[src/rtl/line_feed_arb.sv]
// Round-robin, line-atomic arbiter feeding the shared line input buffer from
// two element sources; emits a registered element stream plus line status.
module line_feed_arb #(
    parameter int DW       = 2,
    parameter int LINE_LEN = 4,
    parameter int LCW      = 8
) (
    input  logic           clk,
    input  logic           rst,
    input  logic           req0_valid,
    input  logic [DW-1:0]  req0_data,
    output logic           req0_ack,
    input  logic           req1_valid,
    input  logic [DW-1:0]  req1_data,
    output logic           req1_ack,
    input  logic           hold,
    output logic           buf_valid,
    output logic [DW-1:0]  buf_data,
    output logic           line_done,
    output logic           line_src,
    output logic           busy,
    output logic [LCW-1:0] line_count
);

    localparam int CW = $clog2(LINE_LEN);
    localparam logic [CW-1:0] LAST_CNT = CW'(LINE_LEN - 1);

    typedef enum logic [1:0] {IDLE, OWN0, OWN1} state_t;

    state_t        state, state_nxt;
    logic [CW-1:0] elem_cnt;
    logic          rr_ptr;
    logic          accept;
    logic          last;
    logic          owner;
    logic [DW-1:0] acc_data;

    // NOTE: every signal driven here gets a default first, so no path leaves it unassigned and no latch is inferred.
    always_comb begin
        state_nxt = state;
        req0_ack  = 1'b0;
        req1_ack  = 1'b0;
        accept    = 1'b0;
        owner     = 1'b0;
        acc_data  = req0_data;
        case (state)
            IDLE: begin
                // Arbitration only; the first element is taken in the OWNx state.
                if (!hold && (req0_valid || req1_valid)) begin
                    if (req0_valid && req1_valid)
                        state_nxt = rr_ptr ? OWN1 : OWN0;
                    else
                        state_nxt = req1_valid ? OWN1 : OWN0;
                end
            end
            OWN0: begin
                req0_ack = req0_valid;
                accept   = req0_valid;
            end
            OWN1: begin
                owner    = 1'b1;
                req1_ack = req1_valid;
                accept   = req1_valid;
                acc_data = req1_data;
            end
            default: state_nxt = IDLE;
        endcase
        last = accept && (elem_cnt == LAST_CNT);
        if (last)
            state_nxt = IDLE;
    end

    // NOTE: sequential state uses non-blocking assignments so every flop samples pre-edge values.
    always_ff @(posedge clk) begin
        if (rst) begin
            state      <= IDLE;
            elem_cnt   <= '0;
            rr_ptr     <= 1'b0;
            buf_valid  <= 1'b0;
            buf_data   <= '0;
            line_done  <= 1'b0;
            line_src   <= 1'b0;
            line_count <= '0;
        end else begin
            state     <= state_nxt;
            buf_valid <= accept;
            line_done <= last;
            if (accept) begin
                buf_data <= acc_data;
                elem_cnt <= last ? '0 : elem_cnt + CW'(1);
            end
            if (last) begin
                rr_ptr     <= ~owner;
                line_src   <= owner;
                line_count <= line_count + LCW'(1);
            end
        end
    end

    assign busy = (state != IDLE);

endmodule
[config.mk]
export PLATFORM = sky130hd
export DESIGN_NAME = line_feed_arb
export DESIGN_NICKNAME = d
export VERILOG_FILES = /design/src/rtl/line_feed_arb.sv
export SDC_FILE = /design/constraint.sdc
export NUM_CORES = 1
export LEC_CHECK = 0
export ABC_AREA = 1
export ABC_CLOCK_PERIOD_IN_PS = 2600
export CAP_MARGIN = 10
export CELL_PAD_IN_SITES_DETAIL_PLACEMENT = 1
export CELL_PAD_IN_SITES_GLOBAL_PLACEMENT = 1
export CORE_MARGIN = 3
export CORE_UTILIZATION = 35
export CTS_BUF_LIST = sky130_fd_sc_hd__clkbuf_4 sky130_fd_sc_hd__clkbuf_8 sky130_fd_sc_hd__clkbuf_16
export CTS_CLUSTER_SIZE = 20
export DETAILED_ROUTE_END_ITERATION = 10
export GPL_TIMING_DRIVEN = 0
export PLACE_DENSITY = 0.91
export SLEW_MARGIN = 0
export SYNTH_ARGS = -nofsm -noshare
export SYNTH_HDL_FRONTEND = slang
export SYNTH_SLANG_ARGS = --single-unit
[constraint.sdc]
create_clock -name clk -period 2.6 [get_ports clk]
set_input_delay 0.39 -clock clk [delete_from_list [all_inputs] [get_ports clk]]
set_output_delay 0.39 -clock clk [all_outputs]
set_load 0.02 [all_outputs]
==> results.json, run 1 <==
{
  "outcome": "finished, final reports clean",
  "timing.rr.start": "state[1]",
  "start_kind": "register",
  "area_delta_synth_final_pct": 33.8,
  "final_nets": 175,
  "leakagePower_nw": 0.575,
  "syn_area_um2": 928,
  "vias_per_cell": 4.73,
  "crit_family": "buffers and inverters",
  "rr_worst_depth": 7,
  "cts_hold_buf": 0,
  "antenna_cells": 0,
  "worst_pin_slew_ps": 264,
  "cap_violations": 0,
  "grt_setup_unrepaired": "no",
  "postCtsSetupBuffers": 0,
  "start_util_pct": 37.1,
  "clock-sinks": 18,
  "setup_tns_ps": 0,
  "synth.distinct_cells": 20,
  "path_clk_slew_ps": 110,
  "holdPathStages": 2,
  "power_density_nw_per_um2": 699,
  "cpPeakStageDelay_ps": 600,
  "cts_root_buffer": "clkbuf_4",
  "clock_latency_ps": 300,
  "antenna_found_initial": 0,
  "wirelength_um": 2150,
  "clk_path_buf_depth": 2,
  "slew_headroom_pct": 82.2,
  "grt_usage_pct": 14.5,
  "path_class": "reg -> out",
  "cts_tree": "yes",
  "yosysWarnings": 0,
  "mostFrequentLayoutCells": "nand2_1 (36), nor2_1 (28), clkdlybuf4s50_1 (24)",
  "crit_top_cell": "inv_1",
  "dr.pass1.iters": 3,
  "grt_max_degree": 11,
  "finalMaxSlewViolations": 0,
  "grt_pass1_wl_um": 3710,
  "nFillCells": 340,
  "drtIter0Drc": 10,
  "timing.rr.end": "line_count[0]",
  "die_h_um": 57.5,
  "syn_inst": 131,
  "crit_fanout": 4,
  "dp_hpwl_um": 1770,
  "setup_viol": 0,
  "multi_input_area_um2": 498,
  "final_common_cell": "nand2_1",
  "crit_path_top_delay_cell": "clkdlybuf4s50_1",
  "cp-end-kind": "output port",
  "min_to": "rr_ptr",
  "clock.fmax_mhz": 475,
  "dieWidth_um": 57.5,
  "period_share_pct": 81.0,
  "final_area_um2": 1240,
  "hp-start": "rr_ptr",
  "regToRegSetupSlack_ps": 1050,
  "ff_latch_area_um2": 360,
  "synth.avg_cell_area_um2": 7.09,
  "synth_seq_cells": 18,
  "antenna_left": 0,
  "synth_nets": 146,
  "cp.arrival_ps": 1720,
  "placed_area_um2": 1210,
  "route.detailed.drc": 0,
  "grt_pass1_vias": 921,
  "crit_chain": "inv_1, ha_1, inv_1, clkdlybuf4s50_1",
  "hold_viol_final": 0,
  "dieArea_um2": 3310,
  "boundaryPins": 25,
  "utilization_pct": 49.7,
  "finClkSkew_ps": 6.31,
  "cts_buffers": 3,
  "vias": 894,
  "period_minus_slack_ps": 2110,
  "hold_path_class": "reg -> reg",
  "ir_drop_v": 0.000374,
  "rows": 18,
  "layout-drive-gt1-share_pct": 11.3,
  "wl_per_cell_um": 11.4,
  "ctsResizeCount": 0,
  "htree_levels": 1,
  "required_ps": 2210,
  "yosysSeqAreaShare_pct": 38.8,
  "io_buffers": 24,
  "core_area_um2": 2500,
  "grt_overflow_total": 0,
  "critPathBufInv": 3,
  "gp_congestion": 0.800
}
[sequential cells by signal (all words and copies together), names as in the netlist]
name        flops
elem_cnt        2
line_done       1
buf_data        2
buf_valid       1
line_src        1
state           2
rr_ptr          1
line_count      8
[tightest hold or removal path, stage by stage (launching register included)]
cell and delay, ps:
dfxtp_1 340, nand2_1 70, o21ai_2 50
[stage by stage]
stage | cells | total power [W] | worst slack (ps) | hold WS, ps
CTS | 189 | 0.000886 | 464 | 487
floorplan | 131 | 0.000581 | 1250 | 427
detailed placement | 185 | 0.000701 | 564 | 457
global route | 189 | 0.000941 | 381 | 499
finish | 189 | 0.000868 | 493 | 478
global placement | 185 | 0.000677 | 586 | 442
[worst max-delay path by stage]
| stage | from | end | slack, ps | cells past startpoint |
|---|---|---|---|---|
| finish | state[0] | busy | 490 | 4 |
| global route | state[1] | busy | 380 | 4 |
| CTS | state[0] | busy | 460 | 4 |
| detailed placement | req1_valid | req1_ack | 560 | 4 |
| global placement | req0_valid | req0_ack | 590 | 4 |
| floorplan | line_count[0] | line_count[6] | 1250 | 8 |
[cell families after synthesis]
family                     share of synthesized area [%]
DFF                                                 38.8
AOI/OAI and AO/OA                                   10.4
adders and majority gates                           8.09
buffers and inverters                               7.55
and+or+nand+nor                                     35.2
[metal layers]
metal,up-vias,track usage (%),part of all wire [%]
li1,455,-,-
met5,-,0,0
met3,5,2.94,4.1
met4,0,5.96,1.5
met1,416,15.2,42
met2,18,27.6,52
[final cells by class]
| type | instances | area share [%] |
|---|---|---|
| inverter | 17 | 5.24 |
| multi-input combinational | 95 | 40.1 |
| buffer | 1 | 0.403 |
| sequential | 18 | 29.0 |
| timing repair buffer | 24 | 19.3 |
| tap | 30 | 3.02 |
| clock buffer | 4 | 2.92 |
[synthesized netlist by cell type]
cell type,number,area share [%]
a21oi_1,3,1.6
a21oi_2,1,0.94
buf_2,1,0.54
clkinv_2,1,0.54
dfxtp_1,18,39
ha_1,6,8.1
inv_1,15,6.1
inv_2,1,0.40
nand2_1,36,15
nand2_2,2,1.3
nand2_4,2,2.4
nand3_1,3,1.6
nand3_2,1,1.1
nor2_1,28,11
nor2_8,1,2.2
o21ai_0,5,2.7
o21ai_1,1,0.54
o21ai_2,4,3.8
o21bai_1,1,0.81
or2_0,1,0.67
[report_power, final]
part / switching [W] / internal, W / leakage [nW]
Sequential: 0.0000210 / 0.000306 / 0.146
Combinational: 0.000222 / 0.000143 / 0.408
Clock: 0.0000902 / 0.0000854 / 0.0210
Note: power is estimated with default switching activity, not from simulation.
==> run 2: changes to the inputs <==
ABC_CLOCK_PERIOD_IN_PS = 2020   (was 2600)
CORE_UTILIZATION = 33   (was 35)
PLACE_DENSITY = 0.87   (was 0.91)
clock period = 2.02 ns   (was 2.6 ns; I/O delays follow)
==> results.json, run 2 (synthesized netlist as in run 1, its figures left out) <==
{
  "outcome": "finished, final reports clean",
  "ctsResizeCount": 2,
  "p_comb_share_pct": 41.0,
  "power_frac_seq_pct": 38.4,
  "hold_path_class": "reg -> reg",
  "boundaryPins": 25,
  "crit_top_cell": "inv_1",
  "grt_pass1_vias": 1001,
  "path_clk_slew_ps": 110,
  "final_common_cell": "nand2_1",
  "rr_worst_depth": 7,
  "dr.pass1.iters": 4,
  "dieArea_um2": 3490,
  "grt_max_degree": 11,
  "finClkSkew_ps": 10.2,
  "regMostFlops": "line_count",
  "hold_viol_final": 0,
  "postLayoutSetupSlackWorst_ps": 138,
  "grt_overflow_total": 0,
  "setup_viol": 0,
  "rows": 18,
  "clk_path_buf_depth": 2,
  "mostFrequentLayoutCells": "nand2_1 (36), nor2_1 (28), clkdlybuf4s50_1 (22)",
  "grt_setup_unrepaired": "no",
  "preCtsSetupSlack_ps": 154,
  "dieWidth_um": 59.0,
  "io_buffers": 24,
  "utilization_pct": 48.3,
  "gp_congestion": 0.747,
  "grt_usage_pct": 15.2,
  "final_nets": 175,
  "die_h_um": 59.0,
  "wirelength_um": 2330,
  "drtIter0Drc": 25,
  "antenna_left": 0,
  "cp.arrival_ps": 1580,
  "clock.fmax_mhz": 531,
  "power_density_nw_per_um2": 885,
  "antenna_found_initial": 0,
  "cts_hold_buf": 0,
  "layout-drive-gt1-share_pct": 11.3,
  "route.detailed.drc": 0,
  "start_util_pct": 36.2,
  "dp_hpwl_um": 1900,
  "setup_tns_ps": 0,
  "slew_headroom_pct": 79.8,
  "vias": 904,
  "crit_chain": "inv_1, ha_1, nand2_2, inv_1, clkdlybuf4s50_1",
  "postCtsSetupBuffers": 0,
  "cap_violations": 0,
  "cts_tree": "yes",
  "start_kind": "register",
  "path_class": "reg -> out",
  "antenna_cells": 0,
  "required_ps": 1720,
  "holdPathStages": 2,
  "nFillCells": 350,
  "crit_fanout": 4,
  "ir_drop_v": 0.000561,
  "swShare_pct": 38.5,
  "cpPeakStageDelay_ps": 590,
  "power.switching_w": 0.000422,
  "vias_per_cell": 4.78,
  "grt_pass1_wl_um": 4020,
  "htree_levels": 1,
  "core_area_um2": 2570,
  "p_int_w": 0.000674,
  "finalMaxSlewViolations": 0,
  "crit_path_top_delay_cell": "clkdlybuf4s50_1",
  "period_share_pct": 93.2,
  "period_minus_slack_ps": 1880,
  "wl_per_cell_um": 12.3,
  "clock-sinks": 18,
  "leakagePower_nw": 0.581,
  "cts_root_buffer": "clkbuf_4",
  "cp-end-kind": "output port",
  "area_delta_synth_final_pct": 33.6,
  "worst_pin_slew_ps": 299,
  "clockPowerShare_pct": 20.6,
  "largest_reg_flops": 8,
  "cts_buffers": 3,
  "clock_latency_ps": 300
}
[run 2: changes by cell type in the layout (fill, tap and decap cells not counted)]
cell,before,now
dlygate4sd2_1,0,2
clkdlybuf4s50_1,24,22
[run 2: path summary, 6_finish.rpt]
check | from | end | slack (ps)
worst max register to register | state[0] | line_src | 460
worst min register to register | rr_ptr | rr_ptr | 490
worst max-delay path | state[1] | req0_ack | 140
worst min-delay path | rr_ptr | rr_ptr | 490
[run 2: power groups by stage]
stage	registers (W)	logic [W]	clock network, W
2_1_floorplan	0.000439	0.000309	0
3_5_place_dp	0.000430	0.000469	0
6_report	0.000421	0.000450	0.000226
3_3_place_gp	0.000427	0.000444	0
5_1_grt	0.000429	0.000504	0.000246
4_1_cts	0.000422	0.000458	0.000237
[run 2: critical path, delay by kind of cell (launching register included)]
kind / cells / cell delay (ps)
buffers and inverters: 3 / 730
and+or+nand+nor: 1 / 60
DFF: 1 / 350
adders and majority gates: 1 / 160
[run 2: area by class of cell]
type / instances / area [um2] / share of cell area (%)
Multi-Input combinational cell: 95 / 498 / 40.2
Clock buffer: 4 / 36.3 / 2.93
Inverter: 17 / 65.1 / 5.25
Buffer: 1 / 5.00 / 0.404
Sequential cell: 18 / 360 / 29.1
Tap cell: 30 / 37.5 / 3.03
Timing Repair Buffer: 24 / 238 / 19.2
[run 2: per-stage QoR]
step	power, W	hold slack (ps)	area, um2	instances
2_1_floorplan	0.000747	375	928	131
3_3_place_gp	0.000872	445	1210	185
4_1_cts	0.00112	489	1240	189
5_1_grt	0.00118	505	1240	189
6_report	0.00110	485	1240	189
3_5_place_dp	0.000899	456	1210	185
[run 2: routing by layer]
layer  wire, um  share of wire (%)  vias to the layer above  track usage [%]
met5          0                  0                        -                0
li1           -                  -                      454                -
met1        915                 39                      423             15.8
met3        102                4.4                        6             3.92
met2       1270                 55                       21             28.9
met4         41                1.8                        0             5.18
==> run 3: changes to the inputs <==
CELL_PAD_IN_SITES_DETAIL_PLACEMENT = default   (was 1)
CELL_PAD_IN_SITES_GLOBAL_PLACEMENT = default   (was 1)
CORE_UTILIZATION = 46   (was 33)
PLACE_DENSITY = 0.86   (was 0.87)
SKIP_LAST_GASP = 1   (was default)
==> results.json, run 3 (synthesized netlist as in run 1, its figures left out) <==
{
  "nFillCells": 149,
  "p_int_w": 0.000684,
  "postLayoutSetupSlackWorst_ps": 126,
  "cp_num_cells": 5,
  "power_frac_seq_pct": 38.2,
  "ir_drop_v": 0.000653,
  "clock-sinks": 18,
  "mostFrequentLayoutCells": "nand2_1 (36), nor2_1 (28), clkdlybuf4s50_1 (22)",
  "finClkSkew_ps": 3.67,
  "vias_per_cell": 4.73,
  "hold_path_class": "reg -> reg",
  "finalMaxSlewViolations": 0,
  "required_ps": 1720,
  "wl_per_cell_um": 10.6,
  "area_delta_synth_final_pct": 33.7,
  "wirelength_um": 1940,
  "start_kind": "register",
  "period_share_pct": 93.7,
  "route.detailed.drc": 0,
  "power.switching_w": 0.000416,
  "gp_congestion": 0.789,
  "grt_pass1_vias": 816,
  "final_nets": 175,
  "ff_latch_area_um2": 360,
  "crit_chain": "inv_1, ha_1, nand2_2, inv_1, clkdlybuf4s50_1",
  "cpPeakStageDelay_ps": 590,
  "clk_path_buf_depth": 2,
  "power_density_nw_per_um2": 886,
  "cp-end-kind": "output port",
  "clock_latency_ps": 300,
  "cp.arrival_ps": 1590,
  "crit_path_top_delay_cell": "clkdlybuf4s50_1",
  "clock.fmax_mhz": 528,
  "grt_usage_pct": 17.1,
  "grt_pass1_wl_um": 3400,
  "start_util_pct": 51.0,
  "io_buffers": 24,
  "cts_buffers": 3,
  "timing.rr.start": "state[1]",
  "vias": 871,
  "grt_max_degree": 11,
  "layout-drive-gt1-share_pct": 11.3,
  "rows": 15,
  "cts_root_buffer": "clkbuf_4",
  "path_clk_slew_ps": 110,
  "clockPowerShare_pct": 20.4,
  "cts_tree": "yes",
  "core_area_um2": 1820,
  "grt_overflow_total": 0,
  "period_minus_slack_ps": 1890,
  "hp-start": "rr_ptr",
  "outcome": "finished, final reports clean",
  "crit_start": "state[1]",
  "preCtsSetupSlack_ps": 180,
  "multi_input_area_um2": 498,
  "total_power_w": 0.00110,
  "p_comb_share_pct": 41.4,
  "path_class": "reg -> out",
  "hold_viol_final": 0,
  "antenna_cells": 0,
  "slew_headroom_pct": 83.3,
  "setup_tns_ps": 0,
  "placed_area_um2": 1200,
  "dp_hpwl_um": 1530,
  "regMostFlops": "line_count",
  "antenna_found_initial": 0,
  "postCtsSetupBuffers": 0,
  "drtIter0Drc": 8,
  "regToRegSetupSlack_ps": 500,
  "critPathBufInv": 3,
  "setup_viol": 0,
  "crit_top_cell": "inv_1",
  "die_h_um": 50.9,
  "swShare_pct": 37.8,
  "grt_setup_unrepaired": "no",
  "final_area_um2": 1240,
  "crit_family": "buffers and inverters",
  "dieWidth_um": 50.9,
  "htree_levels": 1,
  "largest_reg_flops": 8,
  "final_common_cell": "nand2_1",
  "leakagePower_nw": 0.604,
  "dr.pass1.iters": 4,
  "dieArea_um2": 2590,
  "crit_fanout": 4,
  "worst_pin_slew_ps": 248,
  "antenna_left": 0,
  "holdPathStages": 2,
  "rr_worst_depth": 7,
  "boundaryPins": 25,
  "cap_violations": 0,
  "cts_hold_buf": 0
}
==> run 3: changes by cell type in the layout (fill, tap and decap cells not counted), sizes merged <==
cell	before	now
dlymetal6s2s	0	2
dlygate4sd2	2	0
==> run 3: final cells by class <==
type / instances / share of cell area, %
Timing Repair Buffer: 24 / 19.8
Tap cell: 25 / 2.52
Buffer: 1 / 0.403
Multi-Input combinational cell: 95 / 40.1
Inverter: 17 / 5.24
Sequential cell: 18 / 29.0
Clock buffer: 4 / 2.92
==> run 3: per-stage QoR <==
step / utilization, % / instances / hold WS (ps)
2_1_floorplan: - / 131 / 375
3_3_place_gp: 65.9 / 180 / 446
3_5_place_dp: 65.9 / 180 / 462
4_1_cts: 67.9 / 184 / 484
5_1_grt: 68.2 / 184 / 507
6_report: 68.2 / 184 / 485
==> run 3: timing repair <==
action	4_1_cts	5_1_grt
endpoints found under the setup margin	0	2
hold endpoints to repair	0	0
gates resized for setup	0	2
==> run 3: path summary, 6_finish.rpt <==
check	to
worst max-delay path	req0_ack
worst max register to register	line_count[0]
worst min-delay path	rr_ptr
worst min register to register	rr_ptr
==> run 3: power by group through the flow <==
stage          sequential (W)  combinational [W]  clock (W)
6_report             0.000420           0.000456   0.000225
5_1_grt              0.000428           0.000508   0.000240
4_1_cts              0.000421           0.000465   0.000225
3_5_place_dp         0.000429           0.000459          0
3_3_place_gp         0.000426           0.000441          0
2_1_floorplan        0.000439           0.000309          0
==> run 3: worst register-to-register path, delay by kind of cell (launching register included) <==
kind | cells | cell delay, ps
and+or+nand+nor | 3 | 420
adders and majority gates | 1 | 390
DFF | 1 | 380
buffers and inverters | 2 | 170
AOI/OAI and AO/OA | 1 | 50
==> run 3: routing by layer <==
metal | GRT usage [%] | up-vias | share of wire, %
met4 | 8.07 | 0 | 1.5
li1 | - | 459 | -
met1 | 18.9 | 394 | 44
met2 | 30.9 | 14 | 51
met5 | 0 | - | 0
met3 | 3.50 | 4 | 4.0
==> RTL change, RTL diff (flow settings as in run 3) <==
Make the reset (`rst`) asynchronous in one clocked block.
--- a/src/rtl/line_feed_arb.sv
+++ b/src/rtl/line_feed_arb.sv
@@ -72,5 +72,5 @@
 
     // NOTE: sequential state uses non-blocking assignments so every flop samples pre-edge values.
-    always_ff @(posedge clk) begin
+    always_ff @(posedge clk or posedge rst) begin
         if (rst) begin
             state      <= IDLE;
Function: differs if rst is asserted again (counterexample within 4 cycles, from zero or initial values and one cycle with rst high); with rst held inactive, the same outputs for 10 cycles.
==> RTL change against run 3 <==
- wire length rose by 6.7%
- worst setup slack better by 0.071 ns
- register-to-register slack got worse by 0.02 ns
- non-clock buffer count unchanged
- final area increased by 1.0%
- area after synthesis rose by 1.2%
- sequential cell count did not move
- power up 53%
- first-iteration DRC count is 38% higher
- synthesized cell count fell by 13%
- largest cell class is now flip-flops and latches
- combinational power increased by 86%
- worst hold slack got worse by 0.077 ns
- count of clock-buffer cells in the layout is the same
- via count is 7.2% lower
==> RTL change: results (changes against run 3) <==
status: completed
final wirelength: 2070 um (+6.7%)
Post-DP HPWL: 1560 um (+1.7%)
Peak VDD IR: 0.954 mV (+46%)
Worst R2R End: rr_ptr$_DFFE_PP0P_
GR Layer Usage met2: 30.0% (-0.86 points)
Leakage: 0.638 nW (+5.7%)
Crit Path Max Fanout: 5 (+1)
via count: 808 (-7.2%)
worst rel slew slack: 52.4% (-31 points)
reg2reg setup slack: 0.48 ns (-0.02 ns)
layout cells sized above 1: 10.6% (-0.76 points)
launch point of the worst path: state[0]$_DFFE_PP0P_
Post-Place Cell Area: 1210 um^2 (+0.94%)
GRT Overall Usage: 17.4% (+0.29 points)
Metal-1 WL: 925 um (+9.3%)
hold slack final: 0.408 ns (-0.0771 ns)
crit-path max cell delay: 0.42 ns (-0.17 ns)
global-route wire length before repair: 3350 um (-1.6%)
Async SR Flop Fraction: 100% (+100 points)
largest net degree at the start of global routing: 19 (+8)
dpl cells: 163 (-9.4%)
Non-Filler Instances: 167 (-9.2%)
CP max stage cell: dfrtp_1
Hold WC Path Type: in2async
-- RTL change: metrics by stage --
stage | utilization [%] | power [mW]
final | 68.9 | 1.68
after global routing | 68.9 | 1.80
after CTS | 68.6 | 1.69
after detailed placement | 66.5 | 1.45
after global placement | 66.5 | 1.39
after floorplan | - | 1.12
-- RTL change: where the power goes --
part	internal, mW	switching (mW)
registers	0.489	0.100
logic	0.365	0.486
clock network	0.110	0.129
total	0.964	0.715
-- RTL change: layout make-up --
| type | instances | share of cell area [%] |
|---|---|---|
| Multi-Input combinational cell | 78 | 33.2 |
| Inverter | 17 | 5.09 |
| Timing Repair Buffer | 24 | 19.5 |
| Tap cell | 25 | 2.50 |
| Buffer | 1 | 0.898 |
| Clock buffer | 4 | 2.89 |
| Sequential cell | 18 | 35.9 |
-- RTL change: worst register-to-register path: stages (launching register included) --
cell	delay, ns
dfrtp_1	0.42
inv_1	0.10
ha_2	0.25
nand2_2	0.08
nand2_2	0.09
nand3_2	0.14
inv_2	0.18
nand2_1	0.09
o21a_1	0.11
